### src/rtl/slice_subtractor_64.sv
// 64-bit subtractor computing a + ~b + 1 one 16-bit slice per clock, LSB first.
// The result and N/Z/C/V flags are updated together when the last slice completes.
//
// state | meaning
// IDLE  | waiting for start; the result and flags hold their last values
// CALC  | one 16-bit slice per cycle, with the carry kept in carry_q
// DONE  | one-cycle done pulse; the result is already visible on diff
module slice_subtractor_64 (
  input  logic        clk,
  input  logic        reset_n,
  input  logic        start,
  input  logic [63:0] a_in,
  input  logic [63:0] b_in,
  output logic [63:0] diff,
  output logic        n_flag,
  output logic        z_flag,
  output logic        c_flag,
  output logic        v_flag,
  output logic        busy,
  output logic        done
);

  typedef enum logic [1:0] {
    IDLE = 2'd0,
    CALC = 2'd1,
    DONE = 2'd2
  } state_t;

  state_t      state_q;
  state_t      state_d;
  logic [63:0] a_q;
  logic [63:0] b_q;
  logic [1:0]  slice_idx;
  logic        carry_q;
  logic [47:0] part_q;

  logic [15:0] a_slice;
  logic [15:0] b_slice;
  logic [16:0] slice_sum;
  logic [63:0] result_full;

  always_comb begin
    state_d = state_q;
    unique case (state_q)
      IDLE:    if (start) state_d = CALC;
      CALC:    if (slice_idx == 2'd3) state_d = DONE;
      DONE:    state_d = IDLE;
      default: state_d = IDLE;
    endcase
  end

  always_comb begin
    a_slice = a_q[15:0];
    b_slice = b_q[15:0];
    unique case (slice_idx)
      2'd0: begin a_slice = a_q[15:0];  b_slice = b_q[15:0];  end
      2'd1: begin a_slice = a_q[31:16]; b_slice = b_q[31:16]; end
      2'd2: begin a_slice = a_q[47:32]; b_slice = b_q[47:32]; end
      2'd3: begin a_slice = a_q[63:48]; b_slice = b_q[63:48]; end
      default: ;
    endcase
    slice_sum   = {1'b0, a_slice} + {1'b0, ~b_slice} + {16'd0, carry_q};
    result_full = {slice_sum[15:0], part_q};
  end

  // busy/done come straight from flops so they cannot glitch on state decode
  always_ff @(posedge clk) begin
    if (!reset_n) begin
      state_q   <= IDLE;
      a_q       <= '0;
      b_q       <= '0;
      slice_idx <= 2'd0;
      carry_q   <= 1'b1;
      part_q    <= '0;
      diff      <= '0;
      n_flag    <= 1'b0;
      z_flag    <= 1'b0;
      c_flag    <= 1'b0;
      v_flag    <= 1'b0;
      busy      <= 1'b0;
      done      <= 1'b0;
    end else begin
      state_q <= state_d;
      busy    <= (state_d == CALC);
      done    <= (state_d == DONE);
      unique case (state_q)
        IDLE: begin
          if (start) begin
            a_q       <= a_in;
            b_q       <= b_in;
            slice_idx <= 2'd0;
            carry_q   <= 1'b1;
          end
        end
        CALC: begin
          carry_q   <= slice_sum[16];
          slice_idx <= slice_idx + 2'd1;
          unique case (slice_idx)
            2'd0: part_q[15:0]  <= slice_sum[15:0];
            2'd1: part_q[31:16] <= slice_sum[15:0];
            2'd2: part_q[47:32] <= slice_sum[15:0];
            default: begin
              diff   <= result_full;
              n_flag <= result_full[63];
              z_flag <= (result_full == 64'd0);
              c_flag <= slice_sum[16];
              v_flag <= (a_q[63] != b_q[63]) && (result_full[63] != a_q[63]);
            end
          endcase
        end
        default: ;
      endcase
    end
  end

endmodule

### config.mk
export PLATFORM = sky130hd
export DESIGN_NAME = slice_subtractor_64
export DESIGN_NICKNAME = d
export VERILOG_FILES = /design/src/rtl/slice_subtractor_64.sv
export SDC_FILE = /design/constraint.sdc
export NUM_CORES = 1
export LEC_CHECK = 0
export ABC_AREA = 1
export CORE_MARGIN = 4
export CORE_UTILIZATION = 56
export CTS_CLUSTER_SIZE = 28
export DETAILED_ROUTE_END_ITERATION = 7
export PLACE_DENSITY = 0.86
export SYNTH_ARGS = -nofsm -noshare
export SYNTH_HDL_FRONTEND = slang
export SYNTH_SLANG_ARGS = --single-unit
### constraint.sdc
create_clock -name clk -period 5.55 [get_ports clk]
set_input_delay 1.11 -clock clk [delete_from_list [all_inputs] [get_ports clk]]
set_output_delay 1.11 -clock clk [all_outputs]
set_load 0.03 [all_outputs]
## Word level (Yosys, flattened, before mapping)

Index checks and enable logic that the tools add are counted.

| storage, ports and cells | value |
|---|---|
| register bits after elaboration | 251 |
| latch bits | 0 |
| memory bits (writable) | 0 |
| ROM bits | 0 |
| output and inout port bits | 70 |
| word-level logic and storage cells | 50 |
| memories | 0 |

| cells by class | value |
|---|---|
| $add $sub $neg | 3 |
| multiply operators | 0 |
| div/mod/pow operators | 0 |
| magnitude comparators | 0 |
| equality and inequality tests | 9 |
| shift operators | 0 |
| multiplexer cells | 9 |
| bitwise operators | 2 |
| reductions and logical operators | 12 |

Operators with widths:

| cell | count |
|---|---|
| 16-bit one-hot mux with 4 select lines | 2 |
| 64-bit logical NOT | 1 |
| 16-bit by 16-bit adder with 17-bit output | 1 |
| 17-bit by 1-bit adder with 17-bit output | 1 |
| 16-bit inverter | 1 |
| 2-bit AND reduction | 6 |
| 2-bit one-hot mux with 2 select lines | 2 |
| 2-bit by 1-bit == test with 1-bit output (second input constant) | 3 |
| 2-bit == test (second input constant) | 3 |
| 2-bit two-way mux | 3 |
| 2-bit logical NOT | 2 |
| 3-bit OR reduction | 1 |
| 2-bit by 1-bit adder with 2-bit output (second input constant) | 1 |
| 1-bit inequality test | 2 |
| 2-bit inequality test (second input constant) | 1 |
| 1-bit one-hot mux with 2 select lines | 1 |
| 2-bit nonzero test | 1 |
| 1-bit logical AND | 1 |
| 1-bit two-way mux | 1 |
| 1-bit inverter | 1 |

## Longest topological paths before layout

Gate-level depths: netlist (run 1).

| logic depth | value |
|---|---|
| depth in word-level cells | 7 |
| gate-level depth with buffers | 23 |

## Worst setup path after synthesis (run 1)

Ideal clock, no wire load.

| timing | value |
|---|---|
| path kind | reg2reg |
| start | reg slice_idx[0] |
| end | reg z_flag |
| data arrival time | 3209 ps |
| setup slack | 2274 ps |
| stages on the path, launching flop included | 22 |
| cells stage by stage | dfxtp_1 > inv_1 > ha_1 > clkbuf_1 > inv_1 > buf_2 > buf_1 > o22ai_1 > fa_1 > inv_1 > fa_1 > inv_1 > nand3_1 > nor2_1 > nand2_1 > nor2_1 > nand3_1 > nor2_1 > nand2_1 > nor2_2 > nand3_1 > a21oi_2 |

| between the ends | value |
|---|---|
| longest elaborated chain between the ends | 6 |

RTL lines:

| item | RTL line | RTL |
|---|---|---|
| start, declared | 33 | `logic [1:0] slice_idx;` |
| start signal, assigned | 97 | `slice_idx <= slice_idx + 2'd1;` |
| 2-bit == test (tied with other cells) | 55 | `unique case (slice_idx)` |
| 16-bit one-hot mux with 4 select lines | 55 |  |
| 16-bit inverter | 62 | `slice_sum = {1'b0, a_slice} + {1'b0, ~b_slice} + {16'd0, carry_q};` |
| 16-bit by 16-bit adder with 17-bit output (*) | 62 |  |
| 17-bit by 1-bit adder with 17-bit output (*) | 62 |  |
| named net slice_sum[1] | 39 | `logic [16:0] slice_sum;` |
| 64-bit logical NOT (*) | 105 | `z_flag <= (result_full == 64'd0);` |
| end signal, assigned | 105 |  |
| end, declared | 16 | `output logic z_flag,` |

The timed path passes the listed nets; every way through them passes the cells marked *.
A chain may end at the register's enable or synchronous reset.

## Final worst setup path (run 1)

Same ends and word-level chain as after synthesis.

==> out/metrics.cfg, run 1 <==
[outcome]
status=complete, no violations

[routing]
drtAntennaViolNets=0
vias=10270
first_iter_violations=783
drc=0
vias_per_cell=5.42
wirelength_mm=29.8
firstDrtPassIters=5
wl_per_cell_um=15.7

[worst_setup_path]
arrival_ns=4.52
crit_chain=inv_1 -> ha_1 -> inv_1 -> buf_4 -> nor2_1 -> a31oi_1 -> fa_1 -> inv_1 -> fa_1 -> inv_1 -> nand3_1 -> nor2_1 -> nand2_1 -> nor2_1 -> nand3_1 -> nor2_1 -> nand2_1 -> nor2_2 -> nand3_1 -> a21oi_2
cpMaxStageDelayCell=ha_1
reg2reg_to=z_flag
r2r_setup_slack_ns=1.46
end_kind=flip-flop
critical_path_peak_fanout=28
setup.worst_path.class=reg2reg
startpoint=slice_idx[0]
cpPeakStageDelay_ns=0.58
crit_required_ns=5.97
r2r-start=slice_idx[0]
start_kind=flip-flop
reg2reg_depth=20

[clocking]
cts_root_buf=clkbuf_16
clk_latency_ns=0.51
cts_tree=yes
hold_buffers=0
cts_setup_buffers=0
clk_pin_slew_ns=0.06
cts_max_path_buffers=3
post_cts_resized=0
cts_made_buffers=24
htreeDepth=1
clock-sinks=250

[sta]
drv_slew=0
final.period_utilization=0.738
fin_tns_setup_ns=0
relSlewSlack=0.237
worst_pin_slew_ns=1.14
grt_setup_unrepaired=false
setup_violations=0
finClkSkew_ns=0.00832
hold_viol=0
max_freq_mhz=244
period_minus_slack_ns=4.09

[run]
cap_violations=0

[layout]
syn2layout_area_growth_pct=25.4
instances_no_fill=1894
final_common_cell=nor2_1
n_antenna_cell=0
nFillCells=1507
drive_above_1_share=0.0428
layout_common_cells=nor2_1, dfxtp_1, o21ai_0
stdcell_area_um2=13500
fin_nets=1798

[global_routing]
grt_util_met3=0.0493
busiest_layer=met2
met2_usage=0.448
grt_max_degree=130
grt_pass1_wl_mm=47.6
grt.total_usage=0.267
grt_use_met1=0.351
grt_pass1_vias=9599
globalRouteOverflowTotal=0
antenna_found_initial=0

[logic_synthesis]
synth_ff_type=dfxtp_1
syn_area_um2=10700
postSynthAreaPerCell_um2=7.12
synth_cells=1508
syn-num-nets=1661
yosysSeqAreaShare=0.466
ys_warn_count=0
async_flop_share=0
synth_seq_cells=250
synth.distinct_cells=32
synth-edff-count=0

[placed_design]
placed_area_um2=12700
place.gp.congestion=0.925
place_hpwl_mm=21.5
port_buffers=200
dp_cells=1853

[power]
ir_worst_vdd_uv=218
powerDensity_nw_per_um2=342
totalPowerFinal_uw=4610
power.leakage_uw=0.00584

[hold_path]
min_path_cells=2
hold_path_end=diff[5]
hp-start=diff[5]
hp-class=reg2reg

[floorplan]
ioPinCount=201
rows=50
dieArea_um2=21400
start_util=0.572
die_y_um=146
core_area_um2=18800
fp.dieW_um=146

flip-flops by register name, indices dropped and copies added, names as in the netlist:
name / cells
state_q: 2
part_q: 48
diff: 64
busy: 1
done: 1
b_q: 64
z_flag: 1
v_flag: 1
carry_q: 1
c_flag: 1
a_q: 64
slice_idx: 2
synth_stat cells (3+ instances only):
| cell type | instances | share of area |
|---|---|---|
| a21oi_1 | 89 | 0.041 |
| a22o_1 | 16 | 0.013 |
| a31oi_1 | 16 | 0.0093 |
| buf_1 | 8 | 0.0028 |
| buf_2 | 15 | 0.0070 |
| clkbuf_1 | 72 | 0.025 |
| dfxtp_1 | 250 | 0.47 |
| ha_1 | 20 | 0.023 |
| inv_1 | 130 | 0.045 |
| nand2_1 | 181 | 0.063 |
| nand2_2 | 14 | 0.0082 |
| nand3_1 | 22 | 0.010 |
| nand3b_1 | 3 | 0.0021 |
| nand4_1 | 4 | 0.0023 |
| nor2_1 | 380 | 0.13 |
| nor2_2 | 3 | 0.0017 |
| nor3_1 | 4 | 0.0019 |
| o211ai_1 | 14 | 0.0098 |
| o21ai_0 | 228 | 0.11 |
| o21bai_1 | 5 | 0.0035 |
| o22ai_1 | 16 | 0.0093 |
critical path: cells and delay by family (launching register included):
kind	cells	cell delay (ns)
buffers and inverters	5	1.18
AO/OA/AOI/OAI	2	0.19
AND/OR/NAND/NOR	10	0.81
adder cells (fa/ha/maj)	3	1.44
flip-flops	1	0.35
area by class of cell:
type | instances | area (um2) | area share
Clock inverter | 6 | 30.0 | 0.00223
Inverter | 133 | 500 | 0.0372
Sequential cell | 250 | 5000 | 0.372
Timing Repair Buffer | 208 | 2060 | 0.153
Tap cell | 234 | 293 | 0.0217
Clock buffer | 35 | 723 | 0.0537
Multi-Input combinational cell | 1028 | 4850 | 0.360
worst max path at each step:
stage,endpoint,slack [ns],cells past startpoint
CTS,z_flag,1.52,20
global route,z_flag,1.12,20
finish,z_flag,1.46,20
detailed placement,z_flag,1.56,20
global placement,z_flag,1.68,20
floorplan,z_flag,2.27,21
layer usage:
layer / routed length, um / vias up / part of all wire
met1: 12600 / 4639 / 0.42
met3: 2370 / 72 / 0.079
met5: 0 / - / 0
met4: 940 / 0 / 0.032
met2: 13900 / 428 / 0.47
li1: - / 5131 / -
where the power goes:
part           total, uW  switching (uW)  internal, uW
logic               1090             711           375
registers           1970            63.3          1900
clock network       1560             659           897
total               4610            1430          3170
per-stage QoR:
stage / util / worst slack [ns] / hold WS (ns)
2_1_floorplan: - / 2.27 / 0.444
3_3_place_gp: 0.677 / 1.68 / 0.460
3_5_place_dp: 0.677 / 1.56 / 0.471
4_1_cts: 0.717 / 1.52 / 0.481
5_1_grt: 0.717 / 1.12 / 0.505
6_report: 0.717 / 1.46 / 0.480
logic make-up (layout without fill, tap and decap cells):
family,Yosys count,in the layout,synth area share
adder cells (fa/ha/maj),22,22,0.0270
AO/OA/AOI/OAI,388,388,0.195
XOR/XNOR,2,2,0.00163
AND/OR/NAND/NOR,616,616,0.227
buffers and inverters,230,382,0.0829
flip-flops,250,250,0.466
No activity file was read; power rests on OpenSTA's default activity.
==> inputs of run 2 (changes only) <==
Settings changed: CORE_UTILIZATION 56 to 47, PLACE_DENSITY 0.86 to 0.77.
Clock period 5.55 ns to 3.3 ns, I/O delays scaled along.
==> run 2 against run 1 <==
Compared with the run above: setup slack worse by 1.2 ns; register-to-register slack worse by 1.2 ns; global-route usage down 3.0 points; first-iteration DRC count up 17%; combinational power up 82%; cell count up 3.9%; via count down 0.68%; critical path depth down 1; sequential cell count unchanged; largest cell class unchanged.
==> out/metrics.cfg, run 2 (synthesized netlist as in run 1, its figures left out) <==
[outcome]
status=complete, no violations

[layout]
nFillCells=2043
instances_no_fill=1967
drive_above_1_share=0.0654
fin_nets=1816
final_common_cell=nor2_1
syn2layout_area_growth_pct=29.4
layout_common_cells=nor2_1, dfxtp_1, o21ai_0
reg.largest.list=a_q: 64 flops, b_q: 64 flops, diff: 64 flops
n_antenna_cell=0
finish.utilization=0.615

[power]
power.leakage_uw=0.00599
ir_worst_vdd_uv=309
totalPowerFinal_uw=8230
powerDensity_nw_per_um2=592

[worst_setup_path]
setup.worst_path.class=reg2reg
crit_required_ns=3.74
critical_path_peak_fanout=10
arrival_ns=3.50
end_kind=flip-flop
crit_chain=inv_1 -> ha_2 -> buf_4 -> a21oi_1 -> a31oi_1 -> fa_1 -> inv_2 -> fa_2 -> inv_2 -> nand3_1 -> nor2_1 -> nand2_1 -> nor2_1 -> nand3_1 -> nor2_1 -> nand2_1 -> nor2_2 -> nand3_1 -> a21oi_2
cpPeakStageDelay_ns=0.47
start_kind=flip-flop
cpMaxStageDelayCell=fa_2

[sta]
hold_viol=0
drv_slew=0
relSlewSlack=0.362
finClkSkew_ns=0.0120
worst_pin_slew_ns=0.955
period_minus_slack_ns=3.06
fin_tns_setup_ns=0
max_freq_mhz=327
setup_violations=0
grt_setup_unrepaired=false
final.period_utilization=0.927

[routing]
wl_per_cell_um=15.8
vias=10200
vias_per_cell=5.19
firstDrtPassIters=5
drc=0
first_iter_violations=917
drtAntennaViolNets=0
wirelength_mm=31.0

[clocking]
cts_max_path_buffers=3
clock-sinks=250
post_cts_resized=0
cts_setup_buffers=0
clk_pin_slew_ns=0.06
cts_tree=yes
cts_root_buf=clkbuf_16
clk_latency_ns=0.53
cts_made_buffers=26
hold_buffers=0
htreeDepth=1

[global_routing]
grt_max_degree=215
grt_pass1_wl_mm=50.1
grt.total_usage=0.237
grt_pass1_vias=9648
globalRouteOverflowTotal=0
antenna_found_initial=0

[floorplan]
ioPinCount=201
die_y_um=159
start_util=0.476
dieArea_um2=25300
fp.dieW_um=159
rows=55
core_area_um2=22600

[placed_design]
port_buffers=200
place_hpwl_mm=22.4
dp_cells=1920
place.gp.congestion=0.890

[run]
cap_violations=0

[hold_path]
hp-class=reg2reg

run 2: changes by cell type in the layout (fill, tap and decap cells not counted), moves of 4 or more:
cell	previous run	this run
buf_12	0	4
ha_2	0	4
ha_1	20	16
a31oi_2	0	4
a31oi_1	16	12
buf_4	9	17
run 2: layer usage:
| layer | global-route usage | part of all wire |
|---|---|---|
| met4 | 0.0651 | 0.029 |
| met1 | 0.325 | 0.45 |
| met3 | 0.0396 | 0.071 |
| met2 | 0.389 | 0.45 |
| met5 | 0 | 0 |
run 2: final timing paths:
kind | slack [ns] | from | cells past startpoint | to
max | 0.24 | slice_idx[0] | 19 | z_flag
min reg2reg | 0.48 | slice_idx[0] | 1 | slice_idx[0]
min | 0.48 | slice_idx[0] | 1 | slice_idx[0]
max reg2reg | 0.24 | slice_idx[0] | 19 | z_flag
run 2: metrics by stage:
stage | setup WS, ns | cell area, um2 | hold WS [ns]
finish | 0.241 | 13900 | 0.478
global route | 0.00138 | 13900 | 0.496
CTS | 0.0857 | 13800 | 0.484
detailed placement | 0.0952 | 12900 | 0.471
global placement | 0.219 | 12900 | 0.461
floorplan | 0.0236 | 10700 | 0.444
run 2: cell type report:
class	instances	area [um2]	share of cell area
inverter	133	500	0.0360
multi-input combinational	1028	4910	0.353
clock buffer	35	746	0.0537
tap	285	357	0.0257
sequential	250	5010	0.361
clock inverter	12	123	0.00883
timing repair buffer	224	2250	0.162
run 2: power breakdown:
part	total [uW]	switching, uW	internal, uW	leakage, uW
sequential	3310	109	3200	0.00205
clock	2940	1200	1740	0.000426
combinational	1980	1270	716	0.00351
total	8230	2570	5660	0.00599
run 2: critical path, delay by kind of cell, from the launching register on:
| family | cells | cell delay [ns] |
|---|---|---|
| simple gates | 9 | 0.74 |
| fa+ha+maj | 3 | 1.07 |
| flops | 1 | 0.37 |
| buf+inv | 4 | 0.44 |
| compound gates | 3 | 0.35 |
